[src/rtl/rom_dl_pkg.sv]
// rom_dl_pkg: shared types, widths and region-table accessors for the ROM
// download loader.
//   dl_state_e           : loader FSM states
//   reg_base() / reg_aw() : pull region i's base / address width out of the
//                           packed parameter vectors (region 0 in the LSBs)
package rom_dl_pkg;

  localparam int MAX_NREG = 8;   // largest supported region count
  localparam int DEF_INAW = 25;  // default stream address width
  localparam int ROM_AW   = 16;  // region-local address width
  localparam int BASE_W   = 24;  // per-region base field width
  localparam int AWW      = 5;   // per-region address-width field width
  localparam int HOLD_W   = 4;   // WE hold counter width (WE_HOLD <= 15)

  localparam int BVEC_W   = MAX_NREG * BASE_W;
  localparam int AVEC_W   = MAX_NREG * AWW;

  typedef enum logic [1:0] {
    IDLE  = 2'd0,
    LOAD  = 2'd1,
    FLUSH = 2'd2,
    DONE  = 2'd3
  } dl_state_e;

  function automatic logic [BASE_W-1:0] reg_base(input logic [BVEC_W-1:0] v,
                                                 input int i);
    return v[i*BASE_W +: BASE_W];
  endfunction

  function automatic logic [AWW-1:0] reg_aw(input logic [AVEC_W-1:0] v,
                                           input int i);
    return v[i*AWW +: AWW];
  endfunction

endpackage

[src/rtl/rom_region_decode.sv]
// rom_region_decode: combinational region lookup for one stream address.
//   i_addr : stream byte address
//   o_hit  : one-hot region hit; the lowest matching region wins overlaps
//   o_lad  : address relative to the winning region's base (low 16 bits)
// Both outputs are zero when no region matches.
module rom_region_decode
  import rom_dl_pkg::*;
#(
  parameter int                      NREG     = 8,
  parameter int                      INAW     = DEF_INAW,
  parameter logic [NREG*BASE_W-1:0]  REG_BASE = '0,
  parameter logic [NREG*AWW-1:0]     REG_AW   = '0
) (
  input  logic [INAW-1:0]   i_addr,
  output logic [NREG-1:0]   o_hit,
  output logic [ROM_AW-1:0] o_lad
);

  // Two spare bits so base + 2**AW can never wrap in the compare.
  localparam int CW = ((INAW > BASE_W) ? INAW : BASE_W) + 2;
  localparam logic [BVEC_W-1:0] BV = BVEC_W'(REG_BASE);
  localparam logic [AVEC_W-1:0] AV = AVEC_W'(REG_AW);

  logic [CW-1:0]                w_a;
  logic [NREG-1:0]              w_raw;
  logic [NREG-1:0][ROM_AW-1:0]  w_loc;

  assign w_a = CW'(i_addr);

  for (genvar g = 0; g < NREG; g++) begin : g_reg
    localparam logic [CW-1:0] LO = CW'(reg_base(BV, g));
    localparam logic [CW-1:0] HI = LO + (CW'(1) << reg_aw(AV, g)) - CW'(1);
    assign w_raw[g] = (w_a >= LO) && (w_a <= HI);
    assign w_loc[g] = ROM_AW'(w_a - LO);
  end

  // Walk from the top index down so the lowest matching region is the last
  // (and therefore surviving) assignment.
  always_comb begin
    o_hit = '0;
    o_lad = '0;
    for (int i = NREG - 1; i >= 0; i--) begin
      if (w_raw[i]) begin
        o_hit    = '0;
        o_hit[i] = 1'b1;
        o_lad    = w_loc[i];
      end
    end
  end

endmodule

[src/rtl/rom_download_loader.sv]
// rom_download_loader: turns the HPS download byte stream into per-region
// ROM write pulses and holds the CPUs in reset until a download is flushed.
//   i_clk, i_rst_n          : clock, asynchronous active-low reset
//   i_dl_act/_wr/_addr/_data : host download stream
//   o_dl_wait                : stall request to host (only when WE_HOLD > 1)
//   o_rom_ad/_di/_we         : region-local address, data, one-hot write enable
//   o_cpu_rst                : high except after a completed download
//   o_dl_err                 : sticky; unmapped byte or strobe during stall
// Pipeline: stage 1 captures the byte, stage 2 decodes and drives the ROM
// port, so ROM_WE rises two clocks after the accepted strobe.
module rom_download_loader
  import rom_dl_pkg::*;
#(
  parameter int                      NREG     = 8,
  parameter int                      INAW     = DEF_INAW,
  parameter logic [NREG*BASE_W-1:0]  REG_BASE = {NREG{24'h0}},
  parameter logic [NREG*AWW-1:0]     REG_AW   = {NREG{5'd0}},
  parameter int                      WE_HOLD  = 1
) (
  input  logic              i_clk,
  input  logic              i_rst_n,
  input  logic              i_dl_act,
  input  logic              i_dl_wr,
  input  logic [INAW-1:0]   i_dl_addr,
  input  logic [7:0]        i_dl_data,
  output logic              o_dl_wait,
  output logic [ROM_AW-1:0] o_rom_ad,
  output logic [7:0]        o_rom_di,
  output logic [NREG-1:0]   o_rom_we,
  output logic              o_cpu_rst,
  output logic              o_dl_err
);

  dl_state_e           r_state, w_nxt;
  logic                w_err_clr;

  logic                r_s1_vld;
  logic [INAW-1:0]     r_s1_addr;
  logic [7:0]          r_s1_data;

  logic [NREG-1:0]     w_hit;
  logic [ROM_AW-1:0]   w_lad;

  logic [NREG-1:0]     r_rom_we;
  logic [ROM_AW-1:0]   r_rom_ad;
  logic [7:0]          r_rom_di;
  logic [HOLD_W-1:0]   r_hold;
  logic                r_cpu_rst;
  logic                r_err;

  logic                w_busy, w_acc, w_drop;

  // Busy while a byte sits in stage 1 or a WE pulse is still running.
  // Single-cycle pulses never need to stall, so WE_HOLD=1 streams at 1 B/clk.
  assign w_busy    = r_s1_vld | (|r_rom_we);
  assign o_dl_wait = (WE_HOLD > 1) ? w_busy : 1'b0;
  assign w_acc     = (r_state == LOAD) && i_dl_wr && !o_dl_wait;
  assign w_drop    = (r_state == LOAD) && i_dl_wr &&  o_dl_wait;

  rom_region_decode #(
    .NREG     (NREG),
    .INAW     (INAW),
    .REG_BASE (REG_BASE),
    .REG_AW   (REG_AW)
  ) u_dec (
    .i_addr (r_s1_addr),
    .o_hit  (w_hit),
    .o_lad  (w_lad)
  );

  // ---------------- FSM ----------------
  always_ff @(posedge i_clk or negedge i_rst_n) begin
    if (!i_rst_n) begin
      r_state   <= IDLE;
      r_cpu_rst <= 1'b1;
    end else begin
      r_state   <= w_nxt;
      r_cpu_rst <= (w_nxt != DONE);
    end
  end

  always_comb begin
    w_nxt     = r_state;
    w_err_clr = 1'b0;
    case (r_state)
      IDLE:  if (i_dl_act) w_nxt = LOAD;
      LOAD:  if (!i_dl_act) w_nxt = FLUSH;
      FLUSH: if (!w_busy) w_nxt = DONE;
      DONE:  if (i_dl_act) w_nxt = LOAD;
      default: w_nxt = IDLE;
    endcase
    if (w_nxt == LOAD && r_state != LOAD) w_err_clr = 1'b1;
  end

  // ---------------- stage 1: capture ----------------
  always_ff @(posedge i_clk or negedge i_rst_n) begin
    if (!i_rst_n) begin
      r_s1_vld  <= 1'b0;
      r_s1_addr <= '0;
      r_s1_data <= '0;
    end else begin
      r_s1_vld <= w_acc;
      if (w_acc) begin
        r_s1_addr <= i_dl_addr;
        r_s1_data <= i_dl_data;
      end
    end
  end

  // ---------------- stage 2: decode + WE pulse ----------------
  // A new byte always reloads the pulse; with WE_HOLD>1 the stall keeps a new
  // byte from arriving before the previous pulse has ended.
  always_ff @(posedge i_clk or negedge i_rst_n) begin
    if (!i_rst_n) begin
      r_rom_we <= '0;
      r_rom_ad <= '0;
      r_rom_di <= '0;
      r_hold   <= '0;
    end else if (r_s1_vld) begin
      r_rom_we <= w_hit;
      r_hold   <= HOLD_W'(WE_HOLD - 1);
      if (|w_hit) begin
        r_rom_ad <= w_lad;
        r_rom_di <= r_s1_data;
      end
    end else if (|r_rom_we) begin
      if (r_hold == '0) r_rom_we <= '0;
      else              r_hold   <= r_hold - HOLD_W'(1);
    end
  end

  // ---------------- sticky error ----------------
  always_ff @(posedge i_clk or negedge i_rst_n) begin
    if (!i_rst_n)                            r_err <= 1'b0;
    else if (w_err_clr)                      r_err <= 1'b0;
    else if (w_drop || (r_s1_vld && !(|w_hit))) r_err <= 1'b1;
  end

  assign o_rom_we  = r_rom_we;
  assign o_rom_ad  = r_rom_ad;
  assign o_rom_di  = r_rom_di;
  assign o_cpu_rst = r_cpu_rst;
  assign o_dl_err  = r_err;

endmodule

[config.mk]
export PLATFORM = sky130hd
export DESIGN_NAME = rom_download_loader
export DESIGN_NICKNAME = d
export VERILOG_FILES = /design/src/rtl/rom_dl_pkg.sv /design/src/rtl/rom_region_decode.sv /design/src/rtl/rom_download_loader.sv
export SDC_FILE = /design/constraint.sdc
export NUM_CORES = 1
export LEC_CHECK = 0
export BUFFER_PORTS_ARGS = -buffer_cell sky130_fd_sc_hd__buf_2
export CAP_MARGIN = 20
export CORE_MARGIN = 2
export CORE_UTILIZATION = 35
export CTS_CLUSTER_DIAMETER = 80
export DETAILED_ROUTE_END_ITERATION = 16
export MAX_ROUTING_LAYER = met4
export PLACE_DENSITY = 0.64
export SLEW_MARGIN = 25
export SYNTH_ARGS = -nofsm -noshare
export SYNTH_HDL_FRONTEND = slang
export SYNTH_SLANG_ARGS = --single-unit
[constraint.sdc]
create_clock -name i_clk -period 4.3 [get_ports i_clk]
set_input_delay 0.86 -clock i_clk [delete_from_list [all_inputs] [get_ports i_clk]]
set_output_delay 0.86 -clock i_clk [all_outputs]
set_load 0.005 [all_outputs]
==> results.txt, run 1 <==
setup ws final = 1.869 ns
vias in the first global route = 1540
CP Cell Sequence = or4_1, nor2_1, and4_1, mux2_2
Area growth syn-to-layout = 22.07%
WP data required = 4.53 ns
layout cells sized above 1 = 0.4563
boundary pin count = 72
postcts setup bufs = 0
synth warn = 0
CTS root buf = clkbuf_8
Post-Syn Area = 2654 um2
Cells after Synth = 189
post-synth top area share = 0.6223
Max Clock Skew = 0.005219 ns
async set-or-reset flop fraction in the synthesized netlist = 1.000
die area = 8295 um2
metal3 WL = 235 um
Synth area leaders = dfrtp_1, mux2_2, nor2b_1, buf_4, ha_1
Final Hold Viols = 0
Crit. End Element = flop
worst hold path class = flop to flop
period utilization = 0.5653
setup TNS = 0 ns
leakage power = 0.001678 uW
worst reg-to-reg path cell count = 4
outcome = complete, no violations
CTS H-tree lvls = 3
clock latency at the later pin of the worst-skew pair = 0.34 ns
port bufs = 63
met2 wire length = 2107 um
FP Rows = 31
clock tree from TritonCTS = yes
end of the critical path = o_rom_di[2]$_DFFE_PN0P_
most numerous cell in the Yosys netlist = dfrtp_1
unique cell type count in the Yosys netlist = 31
Main synth FF type = dfrtp_1
Worst Path Arrival = 2.66 ns
gp weighted congestion = 0.7810
Crit Reg-Reg Endpoint = o_rom_di[2]$_DFFE_PN0P_
vias per cell = 4.390
Congestion Overflow GR = 0
Die X = 91.08 um
Core Region = 7292 um2
top sig layer = met4
Final Power = 1805 uW
Reg clk slew, reported paths = 0.07 ns
Worst Setup Start Kind = flop
Layout Nets = 299
largest net degree at the start of global routing = 37
Max Slew Vio Count = 0
number of hold buffers added after cts = 0
CP max stage delay = 0.86 ns
pre-CTS setup slack = 1.836 ns
first drt pass iteration count = 4
Clock Sinks = 67
die height = 91.08 um
post-CTS sizing = 0
worst slew pin tran = 0.9740 ns
Critical R2R Launch = r_s1_addr[20]$_DFFE_PN0P_
met1 WL = 2189 um
starting density of the core = 0.3639
RSZ-0062 raised after global routing = no
CP max FO = 25
post-DP HPWL = 3288 um
initial antenna violation count = 0
GRT Util Overall = 0.1207
final WL = 4621 um
Max Root-Sink Buffers = 2
VDD IR max = 0.2766 mV
Final ANT Viol Nets = 0
Filler Cells Inserted = 700
flop-to-flop setup slack = 1.87 ns
DRC viols = 0
worst relative slew slack = 0.3507
Ant. Diodes = 0
FF+latch count, synth = 67
total number of vias = 1589
Avg Cell Area, Syn = 14.04 um2
Post-synth EDFFs = 0
WS Path Type = flop to flop
Slowest-stage cell, CP = and4_1
Max Cap Viol = 0
cell taking the most area after synthesis = dfrtp_1
crit path launch = r_s1_addr[20]$_DFFE_PN0P_
PwrDens = 557.2 nW/um2
top post-synthesis cells by count = dfrtp_1, mux2_2, nor2b_1
wire length per cell = 12.77 um
Seq/Total Area, Yosys = 0.6322
CTS Buf Count = 9
post-route minimum period = 2.431 ns
First DRT Iteration DRCs = 50
max frequency = 0.4114 GHz
final setup violation count = 0
first-pass GRT wire length = 7424 um
-- per-stage QoR --
step	cells	hold WS (ns)	util	instance area [um2]
after global routing	362	0.5048	0.4442	3239
after detailed placement	346	0.4743	0.4168	3039
after global placement	346	0.4667	0.4168	3039
after floorplan	196	0.4585	-	2680
after CTS	362	0.4898	0.4442	3239
final	362	0.4893	0.4442	3239
-- cells by family after synthesis --
kind of cell	after synthesis	share of synthesized area
buffers and inverters	22	0.04714
multiplexers	42	0.1777
AO/OA/AOI/OAI	14	0.03630
AND/OR/NAND/NOR	37	0.07968
other	1	0.001413
flip-flops	67	0.6322
XOR/XNOR	2	0.006602
adder cells (fa/ha/maj)	4	0.01886
-- worst max-delay path: cells and delay by family (launching register included) --
| kind | cells | cell delay (ns) |
|---|---|---|
| flops | 1 | 0.39 |
| simple gates | 3 | 1.51 |
| mux | 1 | 0.42 |
-- placed cells by master (no fill, tap or decap), types with 2 or more instances in the layout --
master      instances
mux2_2             38
nor4_1              3
and4_1              2
inv_1               8
nor2b_1            16
conb_1              8
nand2_1             2
a31oi_1             2
a21o_1              2
xnor2_1             2
clkinvlp_4          2
dfrtp_1            66
a211oi_1            2
or4_1               2
mux2_1              3
clkbuf_8            9
inv_6               2
ha_1                4
a21oi_1             3
buf_2              63
nor2_1              9
buf_4               2
-- state kept, by name (all words and copies together), names as in the netlist --
signal / flops
o_cpu_rst: 1
o_dl_err: 1
o_rom_ad: 16
o_rom_di: 8
o_rom_we: 1
r_hold: 4
r_s1_addr: 25
r_s1_data: 8
r_s1_vld: 1
r_state: 2
-- worst min-delay path by stage --
stage | depth (start not counted) | end | start
after global placement | 1 | o_rom_di[4]$_DFFE_PN0P_ | r_s1_data[4]$_DFFE_PN0P_
after detailed placement | 1 | o_rom_di[6]$_DFFE_PN0P_ | o_rom_di[6]$_DFFE_PN0P_
after floorplan | 1 | o_rom_di[4]$_DFFE_PN0P_ | r_s1_data[4]$_DFFE_PN0P_
after global routing | 1 | o_rom_di[6]$_DFFE_PN0P_ | r_s1_data[6]$_DFFE_PN0P_
final | 1 | o_rom_di[6]$_DFFE_PN0P_ | r_s1_data[6]$_DFFE_PN0P_
after CTS | 1 | o_rom_di[6]$_DFFE_PN0P_ | r_s1_data[6]$_DFFE_PN0P_
-- routing by layer --
metal	track usage	vias to the layer above
met1	0.1514	760
li1	-	773
met2	0.1735	48
met5	-	-
met3	0.03734	8
met4	0.06818	0
-- cell type report --
| type | count | area (um2) | share of cell area |
|---|---|---|---|
| multi-input cells | 107 | 877.1 | 0.2708 |
| clock inverters | 7 | 76.32 | 0.02356 |
| inverters | 8 | 30.03 | 0.009270 |
| well taps | 99 | 123.9 | 0.03824 |
| clock buffers | 9 | 123.9 | 0.03824 |
| flip-flops and latches | 67 | 1678 | 0.5180 |
| repair buffers | 65 | 330.3 | 0.1020 |
-- power breakdown --
part / leakage [uW] / internal, uW / switching [uW] / total, uW
clock: 0.0000962 / 271 / 248 / 520
combinational: 0.000725 / 229 / 152 / 381
sequential: 0.000856 / 814 / 90.5 / 904
No activity file was read; power rests on OpenSTA's default activity.
==> inputs of run 2 (changes only) <==
--- a/config.mk
+++ b/config.mk
@@ -12,7 +12,7 @@
 export CTS_CLUSTER_DIAMETER = 80
 export DETAILED_ROUTE_END_ITERATION = 16
 export MAX_ROUTING_LAYER = met4
-export PLACE_DENSITY = 0.64
+export PLACE_DENSITY = 0.66
 export SLEW_MARGIN = 25
 export SYNTH_ARGS = -nofsm -noshare
 export SYNTH_HDL_FRONTEND = slang
==> constraint.sdc (replaced) <==
create_clock -name i_clk -period 2.1 [get_ports i_clk]
set_input_delay 0.42 -clock i_clk [delete_from_list [all_inputs] [get_ports i_clk]]
set_output_delay 0.42 -clock i_clk [all_outputs]
set_load 0.005 [all_outputs]
==> results.txt, run 2 (synthesized netlist as in run 1, its figures left out) <==
largest net degree at the start of global routing = 68 (+84%)
post-CTS sizing = 0 (unchanged)
commonest non-fill, non-tap cell in the layout = dfrtp_1
Max Cap Viol = 0 (unchanged)
pre-CTS setup slack = 0.1843 ns (-1.652 ns)
CP max FO = 25 (unchanged)
gp weighted congestion = 0.7190 (-7.9%)
die area = 8295 um2 (unchanged)
clock latency at the later pin of the worst-skew pair = 0.32 ns (-0.02 ns)
wire length per cell = 12.75 um (-0.15%)
worst reg-to-reg path cell count = 5 (+1)
CTS Buf Count = 9 (unchanged)
clock tree from TritonCTS = yes
GRT met3 Usage = 0.04730 (+0.009959)
commonest cells after routing, fill and taps aside = dfrtp_1, buf_2, mux2_2
final WL = 4627 um (+0.13%)
Max Root-Sink Buffers = 2 (unchanged)
final non-filler cell total = 363 (+0.28%)
vias per cell = 4.482 (+2.1%)
post-DP HPWL = 3214 um (-2.3%)
layout cells sized above 1 = 0.4583 (+0.002060)
first drt pass iteration count = 4 (unchanged)
PwrDens = 1195 nW/um2 (+110%)
period utilization = 0.9177 (+0.3523)
GR Layer Usage met1 = 0.1543 (+0.002964)
crit path launch = r_s1_addr[12]$_DFFE_PN0P_
CTS root buf = clkbuf_8
CP Cell Sequence = or4_1, nor2_1, and4_1, buf_12, mux2_2
WS Path Type = flop to flop
post-route minimum period = 1.927 ns (-0.5038 ns)
met2 Use GR = 0.1821 (+0.008642)
Congestion Overflow GR = 0 (unchanged)
vias in the first global route = 1657 (+7.6%)
setup TNS = 0 ns (unchanged)
Ant. Diodes = 0 (unchanged)
port bufs = 63 (unchanged)
DRC viols = 0 (unchanged)
Max Clock Skew = 0.006599 ns (+0.001380 ns)
worst hold path class = input port to asynchronous set/reset pin
grt peak-use layer = met2
RSZ-0062 raised after global routing = no
total number of vias = 1627 (+2.4%)
WP data required = 2.31 ns (-2.22 ns)
Slowest-stage cell, CP = or4_1
Filler Cells Inserted = 715 (+2.1%)
postcts setup bufs = 0 (unchanged)
Area growth syn-to-layout = 26.03%
Clock Sinks = 67 (unchanged)
flop-to-flop setup slack = 0.17 ns (-1.70 ns)
initial antenna violation count = 0 (unchanged)
boundary pin count = 72 (unchanged)
Crit. End Element = flop
outcome = complete, no violations
critical path's top delay family = simple AND/OR/NAND/NOR gates
VDD IR max = 0.5677 mV (+110%)
Final Power = 3998 uW (+120%)
number of hold buffers added after cts = 0 (unchanged)
GRT Util Overall = 0.1220 (+0.001349)
max frequency = 0.5189 GHz (+26%)
setup ws final = 0.1729 ns (-1.696 ns)
Largest Register = r_s1_addr
Crit Reg-Reg Endpoint = o_rom_di[1]$_DFFE_PN0P_
leakage power = 0.001733 uW (+3.3%)
Reg clk slew, reported paths = 0.07 ns (about the same)
Layout Nets = 300 (+0.33%)
Worst Path Arrival = 2.14 ns (-0.52 ns)
Die X = 91.08 um (unchanged)
max FFs per register = 25 (unchanged)
Max Slew Vio Count = 0 (unchanged)
Critical R2R Launch = r_s1_addr[12]$_DFFE_PN0P_
Final Hold Viols = 0 (unchanged)
FP Rows = 31 (unchanged)
First DRT Iteration DRCs = 45 (-10%)
crit path buf inv count = 1 (+1)
starting density of the core = 0.3639 (unchanged)
die height = 91.08 um (unchanged)
Placed Cells = 347 (+0.29%)
first-pass GRT wire length = 7714 um (+3.9%)
Final ANT Viol Nets = 0 (unchanged)
Core Region = 7292 um2 (unchanged)
Hold Slack = 0.09210 ns (-0.3972 ns)
final setup violation count = 0 (unchanged)
CP max stage delay = 0.53 ns (-0.33 ns)
Worst Setup Start Kind = flop
CTS H-tree lvls = 3 (unchanged)
## run 2: cell count changes in the layout (fill, tap and decap cells not counted), sizes merged
cell	delta
clkbuf	+3
bufinv	+2
clkinvlp	-2
inv	-2
buf	+1
clkinv	-1
## run 2: cell type report
class | instances | area (um2) | area share
clock buffers | 12 | 165.2 | 0.04938
clock inverters | 4 | 95.09 | 0.02843
inverters | 8 | 30.03 | 0.008979
multi-input cells | 107 | 877.1 | 0.2623
flip-flops and latches | 67 | 1678 | 0.5017
well taps | 99 | 123.9 | 0.03704
repair buffers | 66 | 375.4 | 0.1122
## run 2: layer usage
| layer | part of all wire | vias to the layer above |
|---|---|---|
| li1 | - | 769 |
| met1 | 0.47 | 805 |
| met2 | 0.47 | 51 |
| met3 | 0.050 | 2 |
| met4 | 0.0052 | 0 |
| met5 | 0 | - |
## run 2: worst max-delay path by stage
stage | to | slack, ns | depth (start not counted)
final | o_rom_di[1]$_DFFE_PN0P_ | 0.17 | 5
after detailed placement | o_rom_di[1]$_DFFE_PN0P_ | 0.18 | 5
after floorplan | o_rom_di[4]$_DFFE_PN0P_ | 0.25 | 6
after global routing | o_rom_di[1]$_DFFE_PN0P_ | 0.07 | 5
after global placement | o_rom_di[1]$_DFFE_PN0P_ | 0.20 | 5
after CTS | o_rom_di[1]$_DFFE_PN0P_ | 0.17 | 5
## run 2: report_power, final
| group | switching (uW) | internal, uW |
|---|---|---|
| logic | 317 | 485 |
| clock network | 454 | 884 |
| registers | 188 | 1670 |
## run 2: stage by stage
| stage | area [um2] | utilization |
|---|---|---|
| 5_1_grt | 3344 | 0.4586 |
| 4_1_cts | 3344 | 0.4586 |
| 6_report | 3344 | 0.4586 |
| 3_3_place_gp | 3084 | 0.4230 |
| 2_1_floorplan | 2680 | - |
| 3_5_place_dp | 3084 | 0.4230 |
==> inputs of run 3 (changes only) <==
--- a/config.mk
+++ b/config.mk
@@ -7,12 +7,14 @@
 export LEC_CHECK = 0
 export BUFFER_PORTS_ARGS = -buffer_cell sky130_fd_sc_hd__buf_2
 export CAP_MARGIN = 20
+export CELL_PAD_IN_SITES_DETAIL_PLACEMENT = 0
+export CELL_PAD_IN_SITES_GLOBAL_PLACEMENT = 1
 export CORE_MARGIN = 2
 export CORE_UTILIZATION = 35
 export CTS_CLUSTER_DIAMETER = 80
 export DETAILED_ROUTE_END_ITERATION = 16
 export MAX_ROUTING_LAYER = met4
-export PLACE_DENSITY = 0.66
+export PLACE_DENSITY = 0.78
 export SLEW_MARGIN = 25
 export SYNTH_ARGS = -nofsm -noshare
 export SYNTH_HDL_FRONTEND = slang
==> results.txt, run 3 (synthesized netlist as in run 1, its figures left out) <==
outcome = complete, no violations
Slowest-stage cell, CP = or4_1
critical path's top delay family = simple AND/OR/NAND/NOR gates
Clock Sinks = 67 (unchanged)
First DRT Iteration DRCs = 60 (+33%)
total number of vias = 1603 (-1.5%)
first drt pass iteration count = 4 (unchanged)
CP Cell Sequence = or4_1, nor2_1, and4_1, buf_12, mux2_2
starting density of the core = 0.3639 (unchanged)
clock latency at the later pin of the worst-skew pair = 0.34 ns (+0.02 ns)
setup TNS = 0 ns (unchanged)
wire length per cell = 12.72 um (-0.19%)
Largest Register = r_s1_addr
largest net degree at the start of global routing = 68 (unchanged)
commonest cells after routing, fill and taps aside = dfrtp_1, buf_2, mux2_2
commonest non-fill, non-tap cell in the layout = dfrtp_1
RSZ-0062 raised after global routing = no
vias in the first global route = 1642 (-0.91%)
vias per cell = 4.416 (-1.5%)
post-CTS sizing = 0 (unchanged)
GRT Util Overall = 0.1289 (+0.006881)
Clock Power Share = 0.297 (-0.038)
final non-filler cell total = 363 (unchanged)
post-route minimum period = 1.925 ns (-0.001811 ns)
Hold Slack = 0.08654 ns (-0.005560 ns)
final setup violation count = 0 (unchanged)
pre-CTS setup slack = 0.1739 ns (-0.01031 ns)
Crit. End Element = flop
Die X = 91.08 um (unchanged)
Net Switching = 958.1 uW (-0.20%)
setup ws final = 0.1747 ns (+0.001811 ns)
FP Rows = 31 (unchanged)
Reg clk slew, reported paths = 0.07 ns (about the same)
max frequency = 0.5194 GHz (about the same)
initial antenna violation count = 0 (unchanged)
postcts setup bufs = 0 (unchanged)
die height = 91.08 um (unchanged)
Max Slew Vio Count = 0 (unchanged)
PwrDens = 1147 nW/um2 (-4.1%)
Congestion Overflow GR = 0 (unchanged)
crit path buf inv count = 1 (unchanged)
Filler Cells Inserted = 720 (+0.70%)
CP max stage delay = 0.51 ns (-0.02 ns)
Worst Path Arrival = 2.14 ns (about the same)
Reg power frac = 0.492 (+0.028)
boundary pin count = 72 (unchanged)
WS Path Type = flop to flop
max FFs per register = 25 (unchanged)
Max Root-Sink Buffers = 2 (unchanged)
leakage power = 0.001704 uW (-1.7%)
final WL = 4618 um (-0.19%)
Worst Setup Start Kind = flop
CP max FO = 25 (unchanged)
Area growth syn-to-layout = 24.09%
Core Region = 7292 um2 (unchanged)
Max Cap Viol = 0 (unchanged)
die area = 8295 um2 (unchanged)
gp weighted congestion = 0.7374 (+2.6%)
period utilization = 0.9168 (about the same)
clock tree from TritonCTS = yes
internal power = 2818 uW (-7.2%)
VDD IR max = 0.5472 mV (-3.6%)
layout cells sized above 1 = 0.4508 (-0.007576)
WP data required = 2.32 ns (about the same)
CTS Buf Count = 9 (unchanged)
DRC viols = 0 (unchanged)
post-DP HPWL = 3197 um (-0.53%)
Final ANT Viol Nets = 0 (unchanged)
port bufs = 63 (unchanged)
CTS root buf = clkbuf_8
CTS H-tree lvls = 3 (unchanged)
Final Hold Viols = 0 (unchanged)
Ant. Diodes = 0 (unchanged)
Layout Nets = 300 (unchanged)
Comb power frac = 0.211 (+0.010)
sw frac = 0.2537 (+0.01357)
number of hold buffers added after cts = 0 (unchanged)
first-pass GRT wire length = 8045 um (+4.3%)
worst hold path class = input port to asynchronous set/reset pin
Max Clock Skew = 0.007248 ns (+0.0006482 ns)
Placed Cells = 347 (unchanged)
-- run 3: cell count changes in the layout (fill, tap and decap cells not counted) --
cell        previous run  this run
clkbuf_1               0         2
clkinvlp_4             0         1
clkbuf_8              12         9
bufinv_16              3         2
clkinv_2               1         2
-- run 3: layout make-up --
cell class	instances	area, um2	share of cell area
Multi-Input combinational cell	107	877.1	0.2663
Inverter	8	30.03	0.009119
Timing Repair Buffer	66	375.4	0.1140
Tap cell	99	123.9	0.03761
Clock buffer	11	131.4	0.03989
Clock inverter	5	77.57	0.02356
Sequential cell	67	1678	0.5095
-- run 3: path summary, 6_finish.rpt --
check / startpoint / end / slack (ns) / cells past startpoint
max: r_s1_addr[20]$_DFFE_PN0P_ / o_rom_di[1]$_DFFE_PN0P_ / 0.17 / 5
max in group asynchronous: i_rst_n / o_cpu_rst$_DFF_PN1_ / 1.72 / 2
min: i_rst_n / r_state[1]$_DFF_PN0_ / 0.09 / 2
min in group i_clk: i_dl_addr[14] / r_s1_addr[14]$_DFFE_PN0P_ / 0.31 / 2
max reg2reg: r_s1_addr[20]$_DFFE_PN0P_ / o_rom_di[1]$_DFFE_PN0P_ / 0.17 / 5
min reg2reg: r_s1_data[6]$_DFFE_PN0P_ / o_rom_di[6]$_DFFE_PN0P_ / 0.48 / 1
-- run 3: power by group through the flow --
stage	Clock (uW)	Sequential [uW]	Combinational (uW)
after detailed placement	0	1880	815
after CTS	1160	1860	818
after floorplan	0	1820	632
final	1120	1860	798
after global routing	1230	1910	900
after global placement	0	1860	793
-- run 3: metal layers --
metal / wire length [um] / GRT usage / up-vias
met2: 2170 / 0.1914 / 50
li1: - / - / 772
met5: 0 / - / -
met4: 49 / 0.05303 / 0
met1: 2164 / 0.1630 / 776
met3: 233 / 0.04232 / 5
-- run 3: through the flow --
| step | cell area (um2) | total power, uW | util |
|---|---|---|---|
| after floorplan | 2680 | 2453 | - |
| after global placement | 3084 | 2656 | 0.4230 |
| after detailed placement | 3084 | 2699 | 0.4230 |
| after CTS | 3293 | 3842 | 0.4516 |
| after global routing | 3293 | 4038 | 0.4516 |
| final | 3293 | 3776 | 0.4516 |
